### src/rtl/mem_rr_arbiter.sv
// Round-robin arbiter and bus mux sharing one single-port memory among three clients,
// with an optional hold limit that revokes a grant while other clients are waiting.
module mem_rr_arbiter #(
  parameter int ADDR_W   = 8,
  parameter int DATA_W   = 32,
  parameter int MAX_HOLD = 16
) (
  input  logic              clk,
  input  logic              rst,
  input  logic [2:0]        requestingMemory,
  output logic [2:0]        grantedAccess,
  output logic [2:0]        preempted,
  output logic              enabled,
  output logic [ADDR_W-1:0] address,
  output logic [DATA_W-1:0] dataToMem,
  output logic              readWrite,
  input  logic [ADDR_W-1:0] addr1,
  input  logic [ADDR_W-1:0] addr2,
  input  logic [ADDR_W-1:0] addr3,
  input  logic [DATA_W-1:0] dataToMem1,
  input  logic [DATA_W-1:0] dataToMem2,
  input  logic [DATA_W-1:0] dataToMem3,
  input  logic              readWrite1,
  input  logic              readWrite2,
  input  logic              readWrite3
);

  localparam int HC_W = (MAX_HOLD > 1) ? $clog2(MAX_HOLD) : 1;
  localparam logic [HC_W-1:0] HOLD_LAST = (MAX_HOLD > 0) ? HC_W'(MAX_HOLD - 1) : '0;

  typedef enum logic [1:0] {
    S_IDLE  = 2'd0,
    S_GRANT = 2'd1,
    S_GAP   = 2'd2
  } state_t;

  state_t          state_q, state_d;
  logic [2:0]      grant_q, grant_d;
  logic [2:0]      pre_q, pre_d;
  logic [2:0]      last_q, last_d;
  logic [HC_W-1:0] hold_q, hold_d;
  logic [2:0]      winner_s;
  logic            holder_req_s;
  logic            others_wait_s;
  logic            limit_hit_s;

  // Circular priority search starting at the bit after the last grant.
  function automatic logic [2:0] rr_pick(input logic [2:0] req, input logic [2:0] last);
    logic [2:0] pick;
    pick = 3'b000;
    case (last)
      3'b001: begin
        if      (req[1]) pick = 3'b010;
        else if (req[2]) pick = 3'b100;
        else if (req[0]) pick = 3'b001;
        else             pick = 3'b000;
      end
      3'b010: begin
        if      (req[2]) pick = 3'b100;
        else if (req[0]) pick = 3'b001;
        else if (req[1]) pick = 3'b010;
        else             pick = 3'b000;
      end
      default: begin
        if      (req[0]) pick = 3'b001;
        else if (req[1]) pick = 3'b010;
        else if (req[2]) pick = 3'b100;
        else             pick = 3'b000;
      end
    endcase
    return pick;
  endfunction

  assign winner_s      = rr_pick(requestingMemory, last_q);
  assign holder_req_s  = |(requestingMemory & grant_q);
  assign others_wait_s = |(requestingMemory & ~grant_q);
  assign limit_hit_s   = (MAX_HOLD != 0) && (hold_q == HOLD_LAST);

  // Next-state logic; release is checked before preemption so a same-edge drop is never flagged.
  always_comb begin
    state_d = state_q;
    grant_d = grant_q;
    pre_d   = 3'b000;
    last_d  = last_q;
    hold_d  = hold_q;
    case (state_q)
      S_IDLE: begin
        if (|requestingMemory) begin
          grant_d = winner_s;
          hold_d  = '0;
          state_d = S_GRANT;
        end else begin
          state_d = S_IDLE;
        end
      end
      S_GRANT: begin
        if (!holder_req_s) begin
          grant_d = 3'b000;
          last_d  = grant_q;
          state_d = S_GAP;
        end else if (limit_hit_s && others_wait_s) begin
          grant_d = 3'b000;
          pre_d   = grant_q;
          last_d  = grant_q;
          state_d = S_GAP;
        end else if (hold_q != HOLD_LAST) begin
          hold_d = hold_q + 1'b1;
        end else begin
          hold_d = hold_q;
        end
      end
      S_GAP: begin
        if (|requestingMemory) begin
          grant_d = winner_s;
          hold_d  = '0;
          state_d = S_GRANT;
        end else begin
          state_d = S_IDLE;
        end
      end
      default: begin
        grant_d = 3'b000;
        state_d = S_IDLE;
      end
    endcase
  end

  // State registers.
  always_ff @(posedge clk or posedge rst) begin
    if (rst) begin
      state_q <= S_IDLE;
      grant_q <= 3'b000;
      pre_q   <= 3'b000;
      last_q  <= 3'b100;
      hold_q  <= '0;
    end else begin
      state_q <= state_d;
      grant_q <= grant_d;
      pre_q   <= pre_d;
      last_q  <= last_d;
      hold_q  <= hold_d;
    end
  end

  assign grantedAccess = grant_q;
  assign preempted     = pre_q;
  assign enabled       = |grant_q;

  // Bus mux driven from the registered grant; idle bus is all zeros.
  always_comb begin
    address   = '0;
    dataToMem = '0;
    readWrite = 1'b0;
    case (grant_q)
      3'b001: begin
        address   = addr1;
        dataToMem = dataToMem1;
        readWrite = readWrite1;
      end
      3'b010: begin
        address   = addr2;
        dataToMem = dataToMem2;
        readWrite = readWrite2;
      end
      3'b100: begin
        address   = addr3;
        dataToMem = dataToMem3;
        readWrite = readWrite3;
      end
      default: begin
        address   = '0;
        dataToMem = '0;
        readWrite = 1'b0;
      end
    endcase
  end

endmodule

### config.mk
export PLATFORM = sky130hd
export DESIGN_NAME = mem_rr_arbiter
export DESIGN_NICKNAME = d
export VERILOG_FILES = /design/src/rtl/mem_rr_arbiter.sv
export SDC_FILE = /design/constraint.sdc
export NUM_CORES = 1
export LEC_CHECK = 0
export CAP_MARGIN = 5
export CORE_MARGIN = 2
export CORE_UTILIZATION = 30
export CTS_CLUSTER_DIAMETER = 150
export CTS_CLUSTER_SIZE = 12
export DETAILED_ROUTE_END_ITERATION = 6
export GPL_TIMING_DRIVEN = 1
export PLACE_DENSITY = 0.88
export SLEW_MARGIN = 40
export SYNTH_ARGS = -nofsm -noshare
export SYNTH_HDL_FRONTEND = slang
export SYNTH_SLANG_ARGS = --single-unit
### constraint.sdc
create_clock -name clk -period 2.5 [get_ports clk]
set_input_delay 0.375 -clock clk [delete_from_list [all_inputs] [get_ports clk]]
set_output_delay 0.375 -clock clk [all_outputs]
set_load 0.01 [all_outputs]
==> metrics.md <==
| Metric | Value |
|---|---|
| Run status | `completed` |
| Vias per std cell | `5.25` |
| CTS tree | `yes` |
| Slew @ Worst Pin | `0.602 ns` |
| Fillers | `359` |
| CP max FO | `29` |
| Crit. End Element | `output pin` |
| Num CTS Buffers | `3` |
| Fin nets | `519` |
| Area grow syn2layout | `128%` |
| Final WL | `7.47 mm` |
| Via Count | `2395` |
| Die height | `75.1 µm` |
| Clock latency on the worst-skew pair | `0.25 ns` |
| CTS H-tree lvls | `1` |
| Syn Inst Count | `219` |
| Mapped Nets | `348` |
| Cell Area, Synth | `1520 µm²` |
| Top FF cell, synth | `dfrtp_1` |
| Most Crowded Layer GR | `met2` |
| GR Util met2 | `45.4%` |
| Largest area contributor in the netlist | `dfrtp_1` |
| Max Transition Viols Final | `0` |
| Kind of start point of the critical path | `register` |
| Longest Clk Path Bufs | `2` |
| Dpl hpwl | `5.90 mm` |
| Dpl cell area | `3360 µm²` |
| GP Congestion | `0.865` |
| Core footprint | `4790 µm²` |
| DRC | `0` |
| Sequential fraction of the synthesis area | `24.9%` |
| Post-Syn Area per Cell | `6.92 µm²` |
| Post-synth top area share | `23.1%` |
| Avg WL per Cell | `16.4 µm` |
| Worst VDD drop | `0.000332 V` |
| CTS root buffer | `clkbuf_8` |
| Reg area | `379 µm²` |
| Share of cells above drive strength 1 | `6.43%` |
| First-pass GRT wire length | `10.9 mm` |
| Reg2reg end | `last_q[1]` |
| Number of global-route vias before repair | `2225` |
| Synth warn | `0` |
| Clock sink total | `15` |
| Largest net degree at the start of global routing | `30` |
| Initial antenna violation count | `0` |
| Reg2reg start | `grantedAccess[1]` |
| Clock slew at reported path FFs | `0.06 ns` |
| PortBufs | `175` |
| 1st-iter DRT viols | `219` |
| Worst path max stage delay | `0.56 ns` |
| Async SR Flop Fraction | `100%` |
| Final setup TNS | `0 ns` |
| Fmax | `420 MHz` |
| Static Leak | `1.31 nW` |
| # rows | `25` |
| CP top delay family | `buffers and inverters` |
| Crit path cell chain | `nor3b_2 > buf_12 > nand2_1 > o21ai_0 > clkdlybuf4s50_1` |
| PD cells | `801 nW/µm²` |
| Final setup vio count | `0` |
| GR Util All Layers | `24.8%` |
| Ant. Diodes | `0` |
| Boundary Pins | `176` |
| Multi-input logic area | `1050 µm²` |
| Initial Utilization | `31.7%` |
| Clock Skew | `0.00704 ns` |
| DIE AREA | `5640 µm²` |
| Die X-Extent | `75.1 µm` |
| RSZ-0062 raised after global routing | `false` |
| Library cells used by synthesis | `34` |
| Worst path bufs/invs | `2` |
| GR Util met1 | `30.0%` |
| Crit path max-delay cell type | `clkdlybuf4s50_1` |
| First-pass DRT Iterations | `5` |
| Period minus WS final | `2.38 ns` |
| Most frequent cells in the layout | `173 x clkdlybuf4s50_1, 49 x nand2_1, 41 x a22oi_1` |
| Critical path required time | `2.12 ns` |
| R2R setup slack | `0.50 ns` |
| Final-report hold violation count | `0` |
| Most common cell after layout, fill and taps aside | `clkdlybuf4s50_1` |
| DRT antenna net count | `0` |
| Relative slew slack | `59.9%` |
| GR Util met3 | `4.95%` |
| Tightest Hold Check Type | `primary input to asynchronous set/reset pin` |
| Post-route cell area | `3450 µm²` |
| WP data arrival | `2.00 ns` |
| Yosys reg bits | `15` |
| Fin crit share | `95.2%` |
| Overflow left after global routing | `0` |
| Crit Path Category | `register to output pin` |
| EDFF count, synth | `0` |
| Synth top area cells | `dfrtp_1 23%, a22oi_1 20%, nand2_1 12%` |
| Worst path depth | `5` |
| Number of max-cap violations | `0` |
| Length in cells of the worst reg-to-reg path | `5` |
## power breakdown
part,leakage (nW),internal (mW),switching [mW]
logic,1.09,1.19,0.993
clock network,0.0228,0.113,0.0836
registers,0.195,0.313,0.0771
total,1.31,1.61,1.15
## cell type report
type / instances / share of cell area [%]
inverter: 5 / 0.543
tap: 67 / 2.43
clock buffer: 4 / 1.30
sequential: 15 / 11.0
timing repair buffer: 187 / 54.5
multi-input combinational: 178 / 30.3
## state kept, by name (all words and copies together) (netlist names)
register,cells
grantedAccess,3
preempted,3
hold_q,4
state_q,2
last_q,3
## timing repair
item / in CTS / in global routing
pin swaps: 0 / 0
setup endpoints to repair: 28 / 19
setup buffers: 0 / 3
hold buffers: 0 / 0
resized for setup: 4 / 4
cloned: 0 / 0
## Yosys cell counts, types with 3 or more instances
master / instances
dfrtp_1: 14
mux2_4: 3
a22oi_1: 41
clkbuf_1: 18
nor2b_1: 6
o21ai_0: 30
inv_1: 5
nand2_1: 49
o21ai_1: 16
nor2_1: 5
and2_1: 3
## kinds of logic after synthesis
family / count (synthesis) / share of synthesized area (%)
flops: 15 / 24.9
mux: 5 / 4.29
simple gates: 74 / 21.6
fa+ha+maj: 1 / 0.826
compound gates: 98 / 41.4
buf+inv: 26 / 7.10
## per-stage QoR
| stage | hold slack, ns | worst slack [ns] | utilization [%] | std cells | total power [mW] |
|---|---|---|---|---|---|
| 2_1_floorplan | 0.276 | 0.592 | - | 219 | 1.36 |
| 4_1_cts | 0.507 | 0.0853 | 71.3 | 453 | 2.72 |
| 6_report | 0.473 | 0.121 | 72.2 | 456 | 2.77 |
| 5_1_grt | 0.536 | 0.0152 | 72.2 | 456 | 2.94 |
| 3_3_place_gp | 0.484 | 0.257 | 70.3 | 449 | 2.47 |
| 3_5_place_dp | 0.501 | 0.110 | 70.3 | 449 | 2.51 |
## metal layers
layer | vias up | routed length (µm)
met5 | - | 0
met4 | 0 | 86
met3 | 10 | 550
met2 | 122 | 4040
met1 | 1123 | 2790
li1 | 1140 | -
## worst max-delay path by stage
stage                      from             to  slack [ns]
6_report       grantedAccess[0]     address[6]        0.12
4_1_cts        grantedAccess[0]      readWrite        0.09
5_1_grt        grantedAccess[0]      readWrite        0.02
3_5_place_dp   grantedAccess[2]  dataToMem[30]        0.11
3_3_place_gp   grantedAccess[2]  dataToMem[24]        0.26
2_1_floorplan  grantedAccess[0]     address[6]        0.59
Note: power is estimated with default switching activity, not from simulation.
